===== src/rtl/dl_adder_pkg.sv =====
// dl_adder_pkg: shared helpers for the dl adder family.
// Chunk sizing, configuration legality and the signed overflow test.
package dl_adder_pkg;

    localparam int DL_DEF_BITS   = 32;
    localparam int DL_DEF_STAGES = 4;

    function automatic int dl_chunk_w(input int num_bits,
                                      input int num_stages);
        return (num_stages > 0) ? num_bits / num_stages : num_bits;
    endfunction

    function automatic bit dl_cfg_ok(input int num_bits,
                                     input int num_stages);
        if (num_stages < 1 || num_stages > num_bits)
            return 1'b0;
        return (num_bits % num_stages) == 0;
    endfunction

    // Same-sign operands producing an opposite-sign result.
    function automatic logic dl_ovf(input logic a_msb,
                                    input logic b_msb,
                                    input logic s_msb);
        return (a_msb == b_msb) && (s_msb != a_msb);
    endfunction

endpackage


===== src/rtl/dl_pipe_adder_if.sv =====
// dl_pipe_adder_if: operand and result handshakes of the pipelined adder.
// master drives operands and out_ready; slave is the adder.
interface dl_pipe_adder_if
    import dl_adder_pkg::*;
#(
    parameter int NUM_BITS = DL_DEF_BITS
);
    logic                in_valid;
    logic                in_ready;
    logic [NUM_BITS-1:0] a;
    logic [NUM_BITS-1:0] b;
    logic                cin;
    logic                sub;
    logic                out_valid;
    logic                out_ready;
    logic [NUM_BITS-1:0] sum;
    logic                cout;
    logic                ovf;

    modport master (
        output in_valid, a, b, cin, sub, out_ready,
        input  in_ready, out_valid, sum, cout, ovf
    );

    modport slave (
        input  in_valid, a, b, cin, sub, out_ready,
        output in_ready, out_valid, sum, cout, ovf
    );
endinterface


===== src/rtl/dl_pipe_adder_stage.sv =====
// dl_pipe_adder_stage: one CW-bit chunk of the carry chain plus its
// pipeline register and stall logic.
module dl_pipe_adder_stage
    import dl_adder_pkg::*;
#(
    parameter int NUM_BITS = DL_DEF_BITS,
    parameter int CW       = DL_DEF_BITS / DL_DEF_STAGES,
    parameter int IDX      = 0
) (
    input  logic                clk,
    input  logic                rst,
    input  logic                up_valid,
    input  logic [NUM_BITS-1:0] up_a,
    input  logic [NUM_BITS-1:0] up_b,
    input  logic [NUM_BITS-1:0] up_s,
    input  logic                up_c,
    input  logic                up_ovf,
    input  logic                down_adv,
    output logic                adv,
    output logic                valid,
    output logic [NUM_BITS-1:0] a,
    output logic [NUM_BITS-1:0] b,
    output logic [NUM_BITS-1:0] s,
    output logic                c,
    output logic                ovf
);
    localparam int LO   = IDX * CW;
    localparam bit LAST = ((IDX + 1) * CW) == NUM_BITS;

    logic [CW:0]         part;
    logic [NUM_BITS-1:0] s_next;
    logic                ovf_next;

    assign part = {1'b0, up_a[LO +: CW]}
                + {1'b0, up_b[LO +: CW]}
                + {{CW{1'b0}}, up_c};

    always_comb begin
        s_next          = up_s;
        s_next[LO +: CW] = part[CW-1:0];
    end

    // Only the top chunk sees the sum MSB; lower stages pass zero along.
    assign ovf_next = LAST ? dl_ovf(up_a[NUM_BITS-1],
                                    up_b[NUM_BITS-1],
                                    part[CW-1])
                           : up_ovf;

    assign adv = !valid || down_adv;

    always_ff @(posedge clk) begin
        if (rst) begin
            valid <= 1'b0;
            a     <= '0;
            b     <= '0;
            s     <= '0;
            c     <= 1'b0;
            ovf   <= 1'b0;
        end else if (adv) begin
            valid <= up_valid;
            if (up_valid) begin
                a   <= up_a;
                b   <= up_b;
                s   <= s_next;
                c   <= part[CW];
                ovf <= ovf_next;
            end
        end
    end
endmodule


===== src/rtl/dl_pipe_adder.sv =====
// dl_pipe_adder: add/subtract with the carry chain split over
// NUM_STAGES registered chunks and a valid/ready handshake.
module dl_pipe_adder
    import dl_adder_pkg::*;
#(
    parameter int NUM_BITS   = DL_DEF_BITS,
    parameter int NUM_STAGES = DL_DEF_STAGES
) (
    input logic            clk,
    input logic            rst,
    dl_pipe_adder_if.slave bus
);
    localparam int CW = dl_chunk_w(NUM_BITS, NUM_STAGES);

    if (!dl_cfg_ok(NUM_BITS, NUM_STAGES)) begin : g_bad_cfg
        $error("dl_pipe_adder: NUM_STAGES must divide NUM_BITS");
    end

    logic                valid_p [0:NUM_STAGES];
    logic                adv_p   [0:NUM_STAGES];
    logic [NUM_BITS-1:0] a_p     [0:NUM_STAGES];
    logic [NUM_BITS-1:0] b_p     [0:NUM_STAGES];
    logic [NUM_BITS-1:0] s_p     [0:NUM_STAGES];
    logic                c_p     [0:NUM_STAGES];
    logic                ovf_p   [0:NUM_STAGES];
    logic                unused_tail;

    // Subtraction is a + ~b + 1; cin is ignored then.
    assign valid_p[0] = bus.in_valid;
    assign a_p[0]     = bus.a;
    assign b_p[0]     = bus.sub ? ~bus.b : bus.b;
    assign s_p[0]     = '0;
    assign c_p[0]     = bus.sub | bus.cin;
    assign ovf_p[0]   = 1'b0;

    assign adv_p[NUM_STAGES] = bus.out_ready;

    for (genvar k = 0; k < NUM_STAGES; k++) begin : g_stage
        dl_pipe_adder_stage #(
            .NUM_BITS (NUM_BITS),
            .CW       (CW),
            .IDX      (k)
        ) u_stage (
            .clk      (clk),
            .rst      (rst),
            .up_valid (valid_p[k]),
            .up_a     (a_p[k]),
            .up_b     (b_p[k]),
            .up_s     (s_p[k]),
            .up_c     (c_p[k]),
            .up_ovf   (ovf_p[k]),
            .down_adv (adv_p[k+1]),
            .adv      (adv_p[k]),
            .valid    (valid_p[k+1]),
            .a        (a_p[k+1]),
            .b        (b_p[k+1]),
            .s        (s_p[k+1]),
            .c        (c_p[k+1]),
            .ovf      (ovf_p[k+1])
        );
    end

    assign bus.in_ready  = adv_p[0] | rst;
    assign bus.out_valid = valid_p[NUM_STAGES];
    assign bus.sum       = s_p[NUM_STAGES];
    assign bus.cout      = c_p[NUM_STAGES];
    assign bus.ovf       = ovf_p[NUM_STAGES];

    // Operand copies leaving the last stage have no consumer.
    assign unused_tail = ^{a_p[NUM_STAGES], b_p[NUM_STAGES]};
endmodule

===== src/flat_wrapper.sv =====
// flat-port wrapper written by rule: the top's interface ports become plain ports
module dl_pipe_adder_flat import dl_adder_pkg::*;
#(
    parameter int NUM_BITS   = DL_DEF_BITS,
    parameter int NUM_STAGES = DL_DEF_STAGES
)
  (clk, rst, bus_in_valid, bus_a, bus_b, bus_cin, bus_sub, bus_out_ready, bus_in_ready, bus_out_valid, bus_sum, bus_cout, bus_ovf);
  dl_pipe_adder_if #(.NUM_BITS(NUM_BITS)) bus_i ();
  input logic clk;
  input logic rst;
  input wire logic [$bits(bus_i.in_valid)-1:0] bus_in_valid;
  input wire logic [$bits(bus_i.a)-1:0] bus_a;
  input wire logic [$bits(bus_i.b)-1:0] bus_b;
  input wire logic [$bits(bus_i.cin)-1:0] bus_cin;
  input wire logic [$bits(bus_i.sub)-1:0] bus_sub;
  input wire logic [$bits(bus_i.out_ready)-1:0] bus_out_ready;
  output wire logic [$bits(bus_i.in_ready)-1:0] bus_in_ready;
  output wire logic [$bits(bus_i.out_valid)-1:0] bus_out_valid;
  output wire logic [$bits(bus_i.sum)-1:0] bus_sum;
  output wire logic [$bits(bus_i.cout)-1:0] bus_cout;
  output wire logic [$bits(bus_i.ovf)-1:0] bus_ovf;
  assign bus_i.in_valid = bus_in_valid;
  assign bus_i.a = bus_a;
  assign bus_i.b = bus_b;
  assign bus_i.cin = bus_cin;
  assign bus_i.sub = bus_sub;
  assign bus_i.out_ready = bus_out_ready;
  assign bus_in_ready = bus_i.in_ready;
  assign bus_out_valid = bus_i.out_valid;
  assign bus_sum = bus_i.sum;
  assign bus_cout = bus_i.cout;
  assign bus_ovf = bus_i.ovf;
  dl_pipe_adder #(.NUM_BITS(NUM_BITS), .NUM_STAGES(NUM_STAGES)) u_core (.clk(clk), .rst(rst), .bus(bus_i));
endmodule

===== config.mk =====
export PLATFORM = sky130hd
export DESIGN_NAME = dl_pipe_adder_flat
export DESIGN_NICKNAME = d
export VERILOG_FILES = /design/src/rtl/dl_adder_pkg.sv /design/src/rtl/dl_pipe_adder_if.sv /design/src/rtl/dl_pipe_adder_stage.sv /design/src/rtl/dl_pipe_adder.sv /design/src/flat_wrapper.sv
export SDC_FILE = /design/constraint.sdc
export NUM_CORES = 1
export LEC_CHECK = 0
export ABC_AREA = 1
export CORE_MARGIN = 2
export CORE_UTILIZATION = 25
export DETAILED_ROUTE_END_ITERATION = 6
export PLACE_DENSITY_LB_ADDON = 0.1
export SLEW_MARGIN = 0
export SYNTH_ARGS = -nofsm -noshare
export SYNTH_HDL_FRONTEND = slang
export SYNTH_HIERARCHICAL = 1
export SYNTH_SLANG_ARGS = --single-unit

===== constraint.sdc =====
create_clock -name clk -period 2.5 [get_ports clk]
set_input_delay 0.75 -clock clk [delete_from_list [all_inputs] [get_ports clk]]
set_output_delay 0.75 -clock clk [all_outputs]
set_load 0.1 [all_outputs]

==> After elaboration in Yosys (flattened, before gate mapping) <==
Index checks and enable logic that the tools add are counted.
{ "totals": {"word_cells": 46, "inputBits": 70, "register_bits": 281} }
{ "classes": {"addsub": 8, "eq_ne": 2, "n_bitwise": 3, "n_reduce_logical": 13, "mux": 1} }
{ "ops": {"columns": ["op", "n"], "rows": [
  ["8-bit by 8-bit adder with 9-bit output", 4],
  ["9-bit by 1-bit adder with 9-bit output", 4],
  ["32-bit two-way mux", 1],
  ["32-bit inverter", 1],
  ["2-bit AND reduction", 4],
  ["1-bit logical NOT", 4],
  ["1-bit logical OR", 4],
  ["1-bit OR", 2],
  ["1-bit equality test", 1],
  ["1-bit logical AND", 1],
  ["1-bit != test", 1]
]} }

==> Depth between registers and ports, before layout <==
Gate-level depths: netlist (run 1).
{ "depth": {"word_depth": 6, "ltp_mapped": 15, "depth_no_buf": 14} }

==> Hierarchy <==
Netlist (run 1), hierarchy kept.
{ "modules_own_cells": {"columns": ["mod", "area_each_um2", "instances", "cells_per_inst", "seq_area_each_um2"], "rows": [
  ["dl_pipe_adder_stage at u_core.g_stage[0].u_stage", 3866.2, 1, 491, 1981.9],
  ["dl_pipe_adder_stage at u_core.g_stage[2].u_stage", 3806.2, 1, 486, 1981.9],
  ["dl_pipe_adder_stage at u_core.g_stage[1].u_stage", 3803.6, 1, 486, 1981.9],
  ["dl_pipe_adder_stage at u_core.g_stage[3].u_stage", 3789.9, 1, 488, 1981.9],
  ["dl_pipe_adder", 613.1, 1, 139, 0.0]
]} }

==> Least setup slack after synthesis (run 1) <==
OpenSTA, ideal clock, no wires.
{ "synth_timing": {"path_kind": "register to output", "start": "reg u_core.g_stage[3].u_stage.valid", "end": "out bus_in_ready", "n_path_buf": 0, "required_time_ns": 1.750, "t_arrival_ns": 1.984, "setup_slack_ns": -0.234, "stages_incl_launch_ff": 9, "cell_sequence": "dfxtp_1 > nand2_4 > inv_2 > nand2_4 > inv_2 > nand2_4 > inv_2 > nand2_4 > or2_2"} }
{ "synth_lines": {"columns": ["element", "line_no", "rtl"], "rows": [
  ["start: declaration", "dl_pipe_adder_stage.sv:20", "output logic valid,"],
  ["start signal: assignment", "dl_pipe_adder_stage.sv:60", "valid <= up_valid;"],
  ["end: declaration", "flat_wrapper.sv:17", "output wire logic [$bits(bus_i.in_ready)-1:0] bus_in_ready;"]
]} }

==> results of run 1 <==
==> sequential cells by signal (all words and copies together) (netlist names) <==
register	flops
u_core/g_stage.u_stage/ovf	1
u_core/g_stage.u_stage/s	80
u_core/g_stage.u_stage/a	48
u_core/g_stage.u_stage/valid	4
u_core/g_stage.u_stage/c	4
u_core/g_stage.u_stage/b	48
==> cell type report <==
| cell class | count | area [sq um] |
|---|---|---|
| Fill cell | 3807 | 23800 |
| Multi-Input combinational cell | 838 | 4050 |
| Sequential cell | 185 | 3700 |
| Timing Repair Buffer | 148 | 1390 |
| Tap cell | 455 | 569 |
| Clock buffer | 17 | 425 |
| Inverter | 92 | 355 |
| Clock inverter | 15 | 156 |
==> tightest hold or removal path, stage by stage, from the launching register on <==
cell,delay [ns]
dfxtp_1,0.32
nor2_1,0.04
nor2_1,0.08
==> timing repair <==
| item | CTS | global route |
|---|---|---|
| endpoints found under the setup margin | 5 | 2 |
| resized for setup | 6 | 3 |
| buffers inserted | 0 | 1 |
| pin swaps | 1 | 1 |
==> stage by stage <==
| step | utilization | setup TNS [ns] | area [sq um] | setup slack [ns] |
|---|---|---|---|---|
| final | 0.309 | 0 | 10600 | 0.0678 |
| after global routing | 0.309 | 0 | 10600 | 0.0108 |
| after CTS | 0.308 | 0 | 10600 | 0.0188 |
| after detailed placement | 0.292 | -4.53 | 10000 | -0.605 |
| after global placement | 0.292 | -4.35 | 10000 | -0.600 |
| after floorplan | - | 0 | 8740 | 0.00762 |
==> worst min path at each step <==
| stage | endpoint | slack, ns | cells after the start |
|---|---|---|---|
| finish | u_core/g_stage[1].u_stage/a[24] | 0.48 | 2 |
| global route | u_core/g_stage[1].u_stage/b[18] | 0.50 | 2 |
| CTS | u_core/g_stage[1].u_stage/a[24] | 0.48 | 2 |
| detailed placement | u_core/g_stage[0].u_stage/b[18] | 0.47 | 2 |
| global placement | u_core/g_stage[0].u_stage/b[16] | 0.46 | 2 |
| floorplan | u_core/g_stage[2].u_stage/s[17] | 0.45 | 2 |
==> report_power, final <==
group          leakage [nW]  switching, W  internal (W)
Sequential             1.52      0.000103       0.00312
Combinational          3.08      0.000659      0.000446
Clock                 0.280       0.00132       0.00134
==> metal layers <==
metal	global-route usage	wire length (um)	vias up
met3	0.0200	537	12
met5	0	0	-
met2	0.172	8340	90
met4	0.0322	191	0
li1	-	-	3948
met1	0.183	12100	2958
==> placed cells by master (no fill, tap or decap), drive strengths merged, types with 2 or more instances in the layout <==
cell and instances:
xnor2 4, clkdlybuf4s50 66, fa 8, clkinvlp 2
or2 9, clkinv 5, o211ai 6, nor2 343
nand2 193, inv 100, clkbuf 17, a211oi 7
nand3b 11, buf 80, nand3 39, a21oi 22
nand4 2, o21ai 162, dfxtp 185, ha 28
==> impl_metrics.json, run 1 <==
{
  "outcome": "completed",
  "regToRegSetupSlack_ns": 0.52,
  "fp.dieW_um": 191,
  "launch_point_of_the_worst_path": "bus_out_ready",
  "grt_first_pass_wirelength_um": 35100,
  "path_clk_slew_ns": 0.07,
  "fmax_mhz": 411,
  "clock_root_buffer_master": "clkbuf_16",
  "hold_path.startpoint": "u_core/g_stage[1].u_stage/a[24]",
  "finish.net_count": 1388,
  "synth_nets": 1310,
  "cts-buffers-inserted": 17,
  "drt_iter0_markers": 272,
  "leakage_nw": 4.88,
  "synthesis.yosys.warnings": 6,
  "antenna_violating_nets_post_route": 0,
  "largest_net_degree_at_the_start_of_global_routing": 53,
  "floorplan.rows": 68,
  "critical_path_required_ns": 1.75,
  "tritoncts": "yes",
  "layout_overhead_on_the_synthesized_area_pct": 21.9,
  "top_level_ports": 106,
  "postSynthAreaPerCell_sq_um": 7.26,
  "global_route.overflow_total": 0,
  "finalWorstPathRequiredPeriod_ns": 2.43,
  "critPathArrivalTime_ns": 1.68,
  "clock_tree.buffer_depth": 2,
  "critical_path.cell_chain": "buf_6 -> inv_2 -> nand2_4 -> inv_2 -> nand2_4 -> inv_2 -> nand2_4 -> inv_2 -> nand2_4 -> or2_4 -> buf_12",
  "antenna_cells": 0,
  "design.core.area_sq_mm": 0.0345,
  "drt-total-wl_um": 21100,
  "critPathTopFamily": "buffers and inverters",
  "cts_sinks": 185,
  "hold_path.class": "flop to flop",
  "worst_setup_endpoint": "bus_in_ready",
  "port_buffers": 105,
  "report.final.hold_viol_count": 0,
  "timing.max_cap.violations": 0,
  "place.detailed.hpwl_um": 16200,
  "die_area_sq_mm": 0.0365,
  "setup.worst_path.end_class": "output pin",
  "vias": 7008,
  "place.detailed.instances": 1717,
  "criticalPathCategory": "input port to output pin",
  "path_depth": 11,
  "initial_core_util": 0.254,
  "remaining_drc_errors": 0,
  "number_of_global_route_vias_before_repair": 6716,
  "final_layout_size_suffix_gt1_frac": 0.120,
  "antenna_found_initial": 0,
  "post_synth_inst_count": 1204,
  "delay_contributed_by_the_slowest_stage_of_the_critical_path_ns": 0.24,
  "worst_setup_path_start_kind": "input port",
  "cts_hold_buffers": 0,
  "path_max_fanout": 2,
  "regToRegEndpoint": "u_core/g_stage[2].u_stage/s[22]",
  "reg2regPathDepth": 10,
  "ir_worst_vdd_v": 0.000475,
  "viasPerCell": 4.00,
  "worst_skew_pair.late_latency_ns": 0.43,
  "chipHeight_um": 191,
  "final_max_slew_viol_count": 0,
  "worst-slew-pin-transition_ns": 0.641,
  "unrepaired_setup_endpoints_after_global_routing": "no",
  "h-tree-depth": 4,
  "netlist_area_sq_mm": 0.00874,
  "globalRouteTotalUtil": 0.120,
  "final.period_utilization": 0.973,
  "final.hold.worst_slack_ns": 0.479,
  "first_pass_iters": 4,
  "setup_viol_count_final": 0,
  "crit_slowest_cell": "or2_4",
  "finish.cell_count_without_fillers": 1750,
  "gp_congestion": 0.755,
  "power.density_cell_area_mw_per_mm2": 657,
  "avgRoutedWirePerCell_um": 12.1,
  "cp.buffers_inverters": 6,
  "post-layout-total-power_w": 0.00699,
  "finalClockSkew_ns": 0.0111,
  "worst_r2r_startpoint": "u_core/g_stage[1].u_stage/a[16]",
  "max-slew-margin-rel": 0.572
}
Power figures use the tool's default switching activity.
==> run 2, diff against run 1 <==
Settings changed: SLEW_MARGIN 0 to not set.
==> results of run 2 <==
Final layout, timing and power as in run 1 (identical DEF).
==> run 3, diff against run 2 <==
Settings changed: SLEW_MARGIN set to 20.
==> results of run 3 <==
Final layout, timing and power as in run 1 (identical DEF).
